[src/rtl/dmem_arbiter.sv]
// Two-port round-robin arbiter/sequencer in front of a 256x32 single-port data memory.
// Define DMEM_ARB_PERF_EN to add saturating grant/conflict performance counters.
module dmem_arbiter #(
    parameter int unsigned ADDR_LIMIT = 1024,
    parameter int unsigned RR_INIT    = 0
) (
    input  logic        clk,
    input  logic        rst_n,
    input  logic [1:0]  req_valid,
    output logic [1:0]  req_ready,
    input  logic [1:0]  req_write,
    input  logic [31:0] req_addr0,
    input  logic [31:0] req_addr1,
    input  logic [31:0] req_wdata0,
    input  logic [31:0] req_wdata1,
    output logic [1:0]  rsp_valid,
    input  logic [1:0]  rsp_ready,
    output logic [31:0] rsp_rdata,
    output logic        rsp_err,
    output logic [31:0] address,
    output logic [31:0] write_data,
    output logic        mem_write,
    output logic        mem_read,
    input  logic [31:0] read_data
`ifdef DMEM_ARB_PERF_EN
    ,
    output logic [15:0] perf_grant0,
    output logic [15:0] perf_grant1,
    output logic [15:0] perf_conflict
`endif
);

    typedef enum logic [1:0] {IDLE, ACCESS, RESP} state_t;

    localparam logic RR_RESET = (RR_INIT != 0);

    state_t      state;
    state_t      state_nx;
    logic        rr_ptr;
    logic        grant_id;
    logic        grant_any;
    logic        acc_err;
    logic        lat_id;
    logic        lat_write;
    logic [31:0] lat_addr;
    logic [31:0] lat_wdata;

    // A lone requester wins outright; a tie goes to the port holding the pointer.
    always_comb begin
        grant_id  = rr_ptr;
        grant_any = rst_n && (state == IDLE) && (req_valid != 2'b00);
        if (req_valid == 2'b01) begin
            grant_id = 1'b0;
        end else if (req_valid == 2'b10) begin
            grant_id = 1'b1;
        end
    end

    assign acc_err    = (lat_addr[1:0] != 2'b00) || (lat_addr >= ADDR_LIMIT);
    assign address    = lat_addr;
    assign write_data = lat_wdata;

    always_comb begin
        state_nx  = state;
        req_ready = 2'b00;
        rsp_valid = 2'b00;
        mem_write = 1'b0;
        mem_read  = 1'b0;
        case (state)
            IDLE: begin
                if (grant_any) begin
                    req_ready[grant_id] = 1'b1;
                    state_nx            = ACCESS;
                end
            end
            ACCESS: begin
                mem_write = !acc_err && lat_write;
                mem_read  = !acc_err && !lat_write;
                state_nx  = RESP;
            end
            RESP: begin
                rsp_valid[lat_id] = 1'b1;
                if (rsp_ready[lat_id]) begin
                    state_nx = IDLE;
                end
            end
            default: state_nx = IDLE;
        endcase
    end

    always_ff @(posedge clk or negedge rst_n) begin
        if (!rst_n) begin
            state <= IDLE;
        end else begin
            state <= state_nx;
        end
    end

    // Request capture on handshake; response capture at the end of the access cycle.
    always_ff @(posedge clk or negedge rst_n) begin
        if (!rst_n) begin
            rr_ptr    <= RR_RESET;
            lat_id    <= 1'b0;
            lat_write <= 1'b0;
            lat_addr  <= 32'h0;
            lat_wdata <= 32'h0;
            rsp_rdata <= 32'h0;
            rsp_err   <= 1'b0;
        end else begin
            if (grant_any) begin
                rr_ptr    <= ~grant_id;
                lat_id    <= grant_id;
                lat_write <= req_write[grant_id];
                lat_addr  <= grant_id ? req_addr1 : req_addr0;
                lat_wdata <= grant_id ? req_wdata1 : req_wdata0;
            end
            if (state == ACCESS) begin
                rsp_rdata <= (!acc_err && !lat_write) ? read_data : 32'h0;
                rsp_err   <= acc_err;
            end
        end
    end

`ifdef DMEM_ARB_PERF_EN
    always_ff @(posedge clk or negedge rst_n) begin
        if (!rst_n) begin
            perf_grant0   <= 16'h0;
            perf_grant1   <= 16'h0;
            perf_conflict <= 16'h0;
        end else begin
            if (grant_any && !grant_id && (perf_grant0 != 16'hFFFF)) begin
                perf_grant0 <= perf_grant0 + 16'd1;
            end
            if (grant_any && grant_id && (perf_grant1 != 16'hFFFF)) begin
                perf_grant1 <= perf_grant1 + 16'd1;
            end
            if ((state == IDLE) && (req_valid == 2'b11) && (perf_conflict != 16'hFFFF)) begin
                perf_conflict <= perf_conflict + 16'd1;
            end
        end
    end
`endif

endmodule

[config.mk]
export PLATFORM = sky130hd
export DESIGN_NAME = dmem_arbiter
export DESIGN_NICKNAME = d
export VERILOG_FILES = /design/src/rtl/dmem_arbiter.sv
export SDC_FILE = /design/constraint.sdc
export NUM_CORES = 1
export LEC_CHECK = 0
export CAP_MARGIN = 10
export CORE_ASPECT_RATIO = 0.6
export CORE_MARGIN = 2
export CORE_UTILIZATION = 37
export DETAILED_ROUTE_END_ITERATION = 10
export GPL_ROUTABILITY_DRIVEN = 0
export PLACE_DENSITY = 0.82
export SYNTH_ARGS = -nofsm -noshare
export SYNTH_HDL_FRONTEND = slang
export SYNTH_SLANG_ARGS = --single-unit
[constraint.sdc]
create_clock -name clk -period 2.3 [get_ports clk]
set_clock_uncertainty 0.15 [all_clocks]
set_input_delay 0.46 -clock clk [delete_from_list [all_inputs] [get_ports clk]]
set_output_delay 0.46 -clock clk [all_outputs]
set_load 0.05 [all_outputs]
## Word level (Yosys, flattened, before mapping)

Cells that the tools add are included.

- Order comparisons: 5
- Equality and inequality tests: 6
- Multiplexer cells: 21
- Bitwise logic cells: 1
- Reduce and logical (&&, ||, !) cells: 13

Operator list:

| kind | count |
|---|---|
| 2-to-1 mux 32 bit | 3 |
| greater-or-equal comparator 32 x 11 -> 1 bit, second input constant | 1 |
| 2-to-1 mux 1 bit | 10 |
| 2-to-1 mux 2 bit | 5 |
| logical AND 1 bit | 6 |
| case mux 2 bit (3 select lines) | 1 |
| equality test 2 x 1 -> 1 bit, second input constant | 2 |
| equality test 2 bit, second input constant | 2 |
| < comparator 1 x 2 -> 1 bit, second input constant | 2 |
| != test 2 bit, second input constant | 2 |
| nonzero test 2 bit | 2 |
| demux 1 bit (select 1 bit) | 2 |
| greater-or-equal comparator 1 bit, second input constant | 2 |
| logical NOT 1 bit | 2 |
| logical NOT 2 bit | 1 |
| AND reduction 2 bit | 1 |
| logical OR 1 bit | 1 |
| inverter 1 bit | 1 |

- Flip-flop bits (word level): 102
- Input bits: 168
- Output and inout bits: 103

## Depth between registers and ports, before layout

Gate-level depths: netlist of run 1.

- Depth after elaboration: 9
- Mapped depth: 7
- Gate-level depth less buffers: 5

## Least setup slack after synthesis of run 1

No wires, ideal clock.

- Path type: reg2out
- Start: register lat_addr[19], in the netlist address[19]
- End: output mem_write
- Arrival time: 1.830 ns
- Data required time: 1.690 ns
- Path slack: -0.140 ns
- Cell stages (with the launch flop): 4
- Path buffers: 0
- Cell sequence: dfrtp_1 > or4_4 > nor3_1 > and2_1

- Longest elaborated chain between the ends: 5

RTL lines:

| element | RTL line | text |
|---|---|---|
| from (decl) | 45 | `logic [31:0] lat_addr;` |
| from (signal assigned) | 114 | `lat_addr <= grant_id ? req_addr1 : req_addr0;` |
| greater-or-equal comparator 32 x 11 -> 1 bit | 59 | `assign acc_err = (lat_addr[1:0] != 2'b00) \|\| (lat_addr >= ADDR_LIMIT);` |
| logical OR 1 bit | 59 |  |
| logical NOT 1 bit | 77 | `mem_write = !acc_err && lat_write;` |
| logical AND 1 bit | 77 |  |
| 2-to-1 mux 1 bit | 69 | `case (state)` |
| to (decl) | 22 | `output logic mem_write,` |

No other way between the ends.

## Worst setup path after layout of run 1

- Start: register lat_addr[29], in the netlist address[29]
- End: output mem_write

The elaborated chain is that of the path after synthesis.

==> results of run 1 <==
## final timing paths
path / to / slack (ns) / cells after the start
setup / recovery: mem_write / -0.17 / 5
hold / removal: rr_ptr / 0.07 / 2
setup reg to reg: rsp_rdata[3] / 0.14 / 4
hold reg to reg: rsp_rdata[13] / 0.36 / 1
max in group asynchronous: address[31] / 1.52 / 2
min in group clk: rsp_rdata[13] / 0.36 / 1
## stage by stage
| stage | util [%] | power [uW] | TNS [ns] |
|---|---|---|---|
| 2_1_floorplan | - | 5946 | -0.01731 |
| 3_3_place_gp | 64.50 | 7953 | 0 |
| 5_1_grt | 67.84 | 10160 | -0.5236 |
| 6_report | 67.84 | 9663 | -0.3345 |
| 4_1_cts | 67.63 | 9719 | -0.3637 |
| 3_5_place_dp | 64.50 | 8048 | -0.006867 |
## Yosys cell counts, drive strengths merged
cell	number
a21oi	132
o21ai	1
nor2	74
mux2	1
nor2b	2
and2	1
dfrtp	102
buf	12
or4	1
o211ai	1
nor3	1
inv	2
nand2	66
a21o	1
a22o	32
nor4	6
nand4	1
nand2b	3
clkbuf	23
## per-layer routing
layer	GRT usage (%)	vias to the layer above	routed length [um]
met4	6.684	0	312
met5	0	-	0
met2	38.35	197	7187
met1	30.13	2158	6328
met3	7.272	22	1259
li1	-	2116	-
## repair_timing
item / 4_1_cts / 5_1_grt
gates cloned: 0 / 0
resized for setup: 7 / 3
buffers inserted: 1 / 2
endpoints found under the setup margin: 3 / 4
pin swaps: 4 / 2
hold buffers: 0 / 0
## critical path, cell delays in order, from the launching register on
cell and delay, ns:
dfrtp_2 0.43, nor4_4 0.31, nand4_1 0.21, nor3_2 0.24, and2_4 0.19, buf_12 0.13
## registers in the layout, indices dropped and copies added (netlist names)
signal and cells:
address 32, write_data 32, lat_write 1, lat_id 1, state 2, rsp_err 1, rr_ptr 1, rsp_rdata 32
## final cells by class
cell class	instances	area, um2	share of cell area, %
clock buffers	9	225.2	2.919
clock inverters	7	81.33	1.054
inverters	2	7.507	0.09729
multi-input cells	323	1680	21.78
flip-flops and latches	102	2565	33.24
well taps	160	200.2	2.594
repair buffers	293	2957	38.32
## cell families (layout without fill, tap and decap cells)
kind of cell | after synthesis | after routing
buffers and inverters | 37 | 311
muxes | 1 | 1
and+or+nand+nor | 155 | 155
DFF | 102 | 102
AOI/OAI and AO/OA | 167 | 167
## where the power goes
group	switching, uW	internal [uW]	leakage (uW)
registers	468	2400	0.00122
clock network	717	862	0.000146
logic	3390	1820	0.00189
total	4580	5090	0.00325
==> flow_summary.ini, run 1 <==
[clock_network]
cts_max_path_buffers = 2
clk_pin_slew_worst_paths_ns = 0.07
h-tree-depth = 3
cts_tree = done
numCtsBuffers = 9
clkSinkCount = 102
cts_root_buf = clkbuf_16
clkLatencyLatePin_ns = 0.34

[synth]
netlist-cell-type-count = 23
synth-xor-area-share_pct = 0
synth_mux_area_share_pct = 0.2597
ys_warn_count = 0
ys_seq_elements = 102
syn_nets = 630
synth_top_family_by_area = compound AO/OA/AOI/OAI gates
yosysTopAreaCell = dfrtp_1
synthSimpleGateAreaFrac_pct = 14.71
synth.avg_cell_area_um2 = 9.387
synth_top_area_share_pct = 58.86
synth_fa_ha_area_share_pct = 0
ys_top_cells_by_area = dfrtp_1 59%, a21oi_1 15%, nor2_1 6.4%
ys_seq_area_share_pct = 58.86
syn_inst = 462
synth_compound_area_share_pct = 22.36
syn_area_um2 = 4337

[setup_path]
required_ns = 1.69
setup.worst_path.start = address[29]
critPathCaptureType = output port
reg2reg_from = address[16]
cp-start-kind = register
crit_arrival_ns = 1.86
path_max_fanout = 3
path_class = reg2out

[die]
start_util_pct = 38.13
dieWidth_um = 143.8
die_area_um2 = 12630
num_rows = 30
core_area_um2 = 11370
die_h_um = 87.86
io_pins = 271

[grt]
grt_max_degree = 103
grt_pass1_wl_um = 22930
antenna_found_initial = 0
grt_usage_pct = 23.32
grt_overflow = 0
grt_pass1_vias = 4469

[sta]
fin_crit_sh_pct = 107.3
rsz0062_at_grt = yes
worst_pin_slew_ns = 0.5573
holdWs_ns = 0.06577
hold_viol = 0
setup_ws_ns = -0.1679
relSlewSlack_pct = 62.73
setup_viol = 2
max_freq_mhz = 405.2
slew_viol_final = 0
period_minus_slack_ns = 2.468

[power_and_ir_drop]
p_leak_uw = 0.003251
power.density_nw_per_um2 = 1252
ir_drop_mv = 0.8006

[routing]
viasPerCell = 5.015
drc = 0
ant_nets = 0
drt_iter0_drc = 172
wl_per_cell_um = 16.84
detail_route.first_pass.iterations = 4
vias = 4493
routed_wl_um = 15090

[finish]
final_cell_mix = 261 x clkdlybuf4s50_1, 131 x a21oi_1, 92 x dfrtp_1, 73 x nor2_1, 66 x nand2_1
antenna_cells = 0
design_area_um2 = 7716
fin_cells = 896
layout_commonest_cell = clkdlybuf4s50_1
drive_above_1_share_pct = 10.60
layout.nets = 899
area_growth_pct = 77.93
nFillCells = 875

[hold_path]
hp-class = in2async

[place]
portBuffers = 270
dp_slack_ns = -0.006867
placed_cells = 877
placed_area_um2 = 7336
hpwl_um = 11150

[job]
drv_cap = 0

[outcome]
failed_checks = negative setup slack
outcome = finished with violations
No activity file was read; power rests on OpenSTA's default activity.
==> run 2: changes to the inputs <==
--- a/config.mk
+++ b/config.mk
@@ -9,6 +9,7 @@
 export CORE_ASPECT_RATIO = 0.6
 export CORE_MARGIN = 2
 export CORE_UTILIZATION = 37
+export CTS_BUF_LIST = sky130_fd_sc_hd__clkbuf_8 sky130_fd_sc_hd__clkbuf_16
 export DETAILED_ROUTE_END_ITERATION = 10
 export GPL_ROUTABILITY_DRIVEN = 0
 export PLACE_DENSITY = 0.82
==> results of run 2 <==
Same layout as run 1: the final DEF is identical, and so are final timing and power.
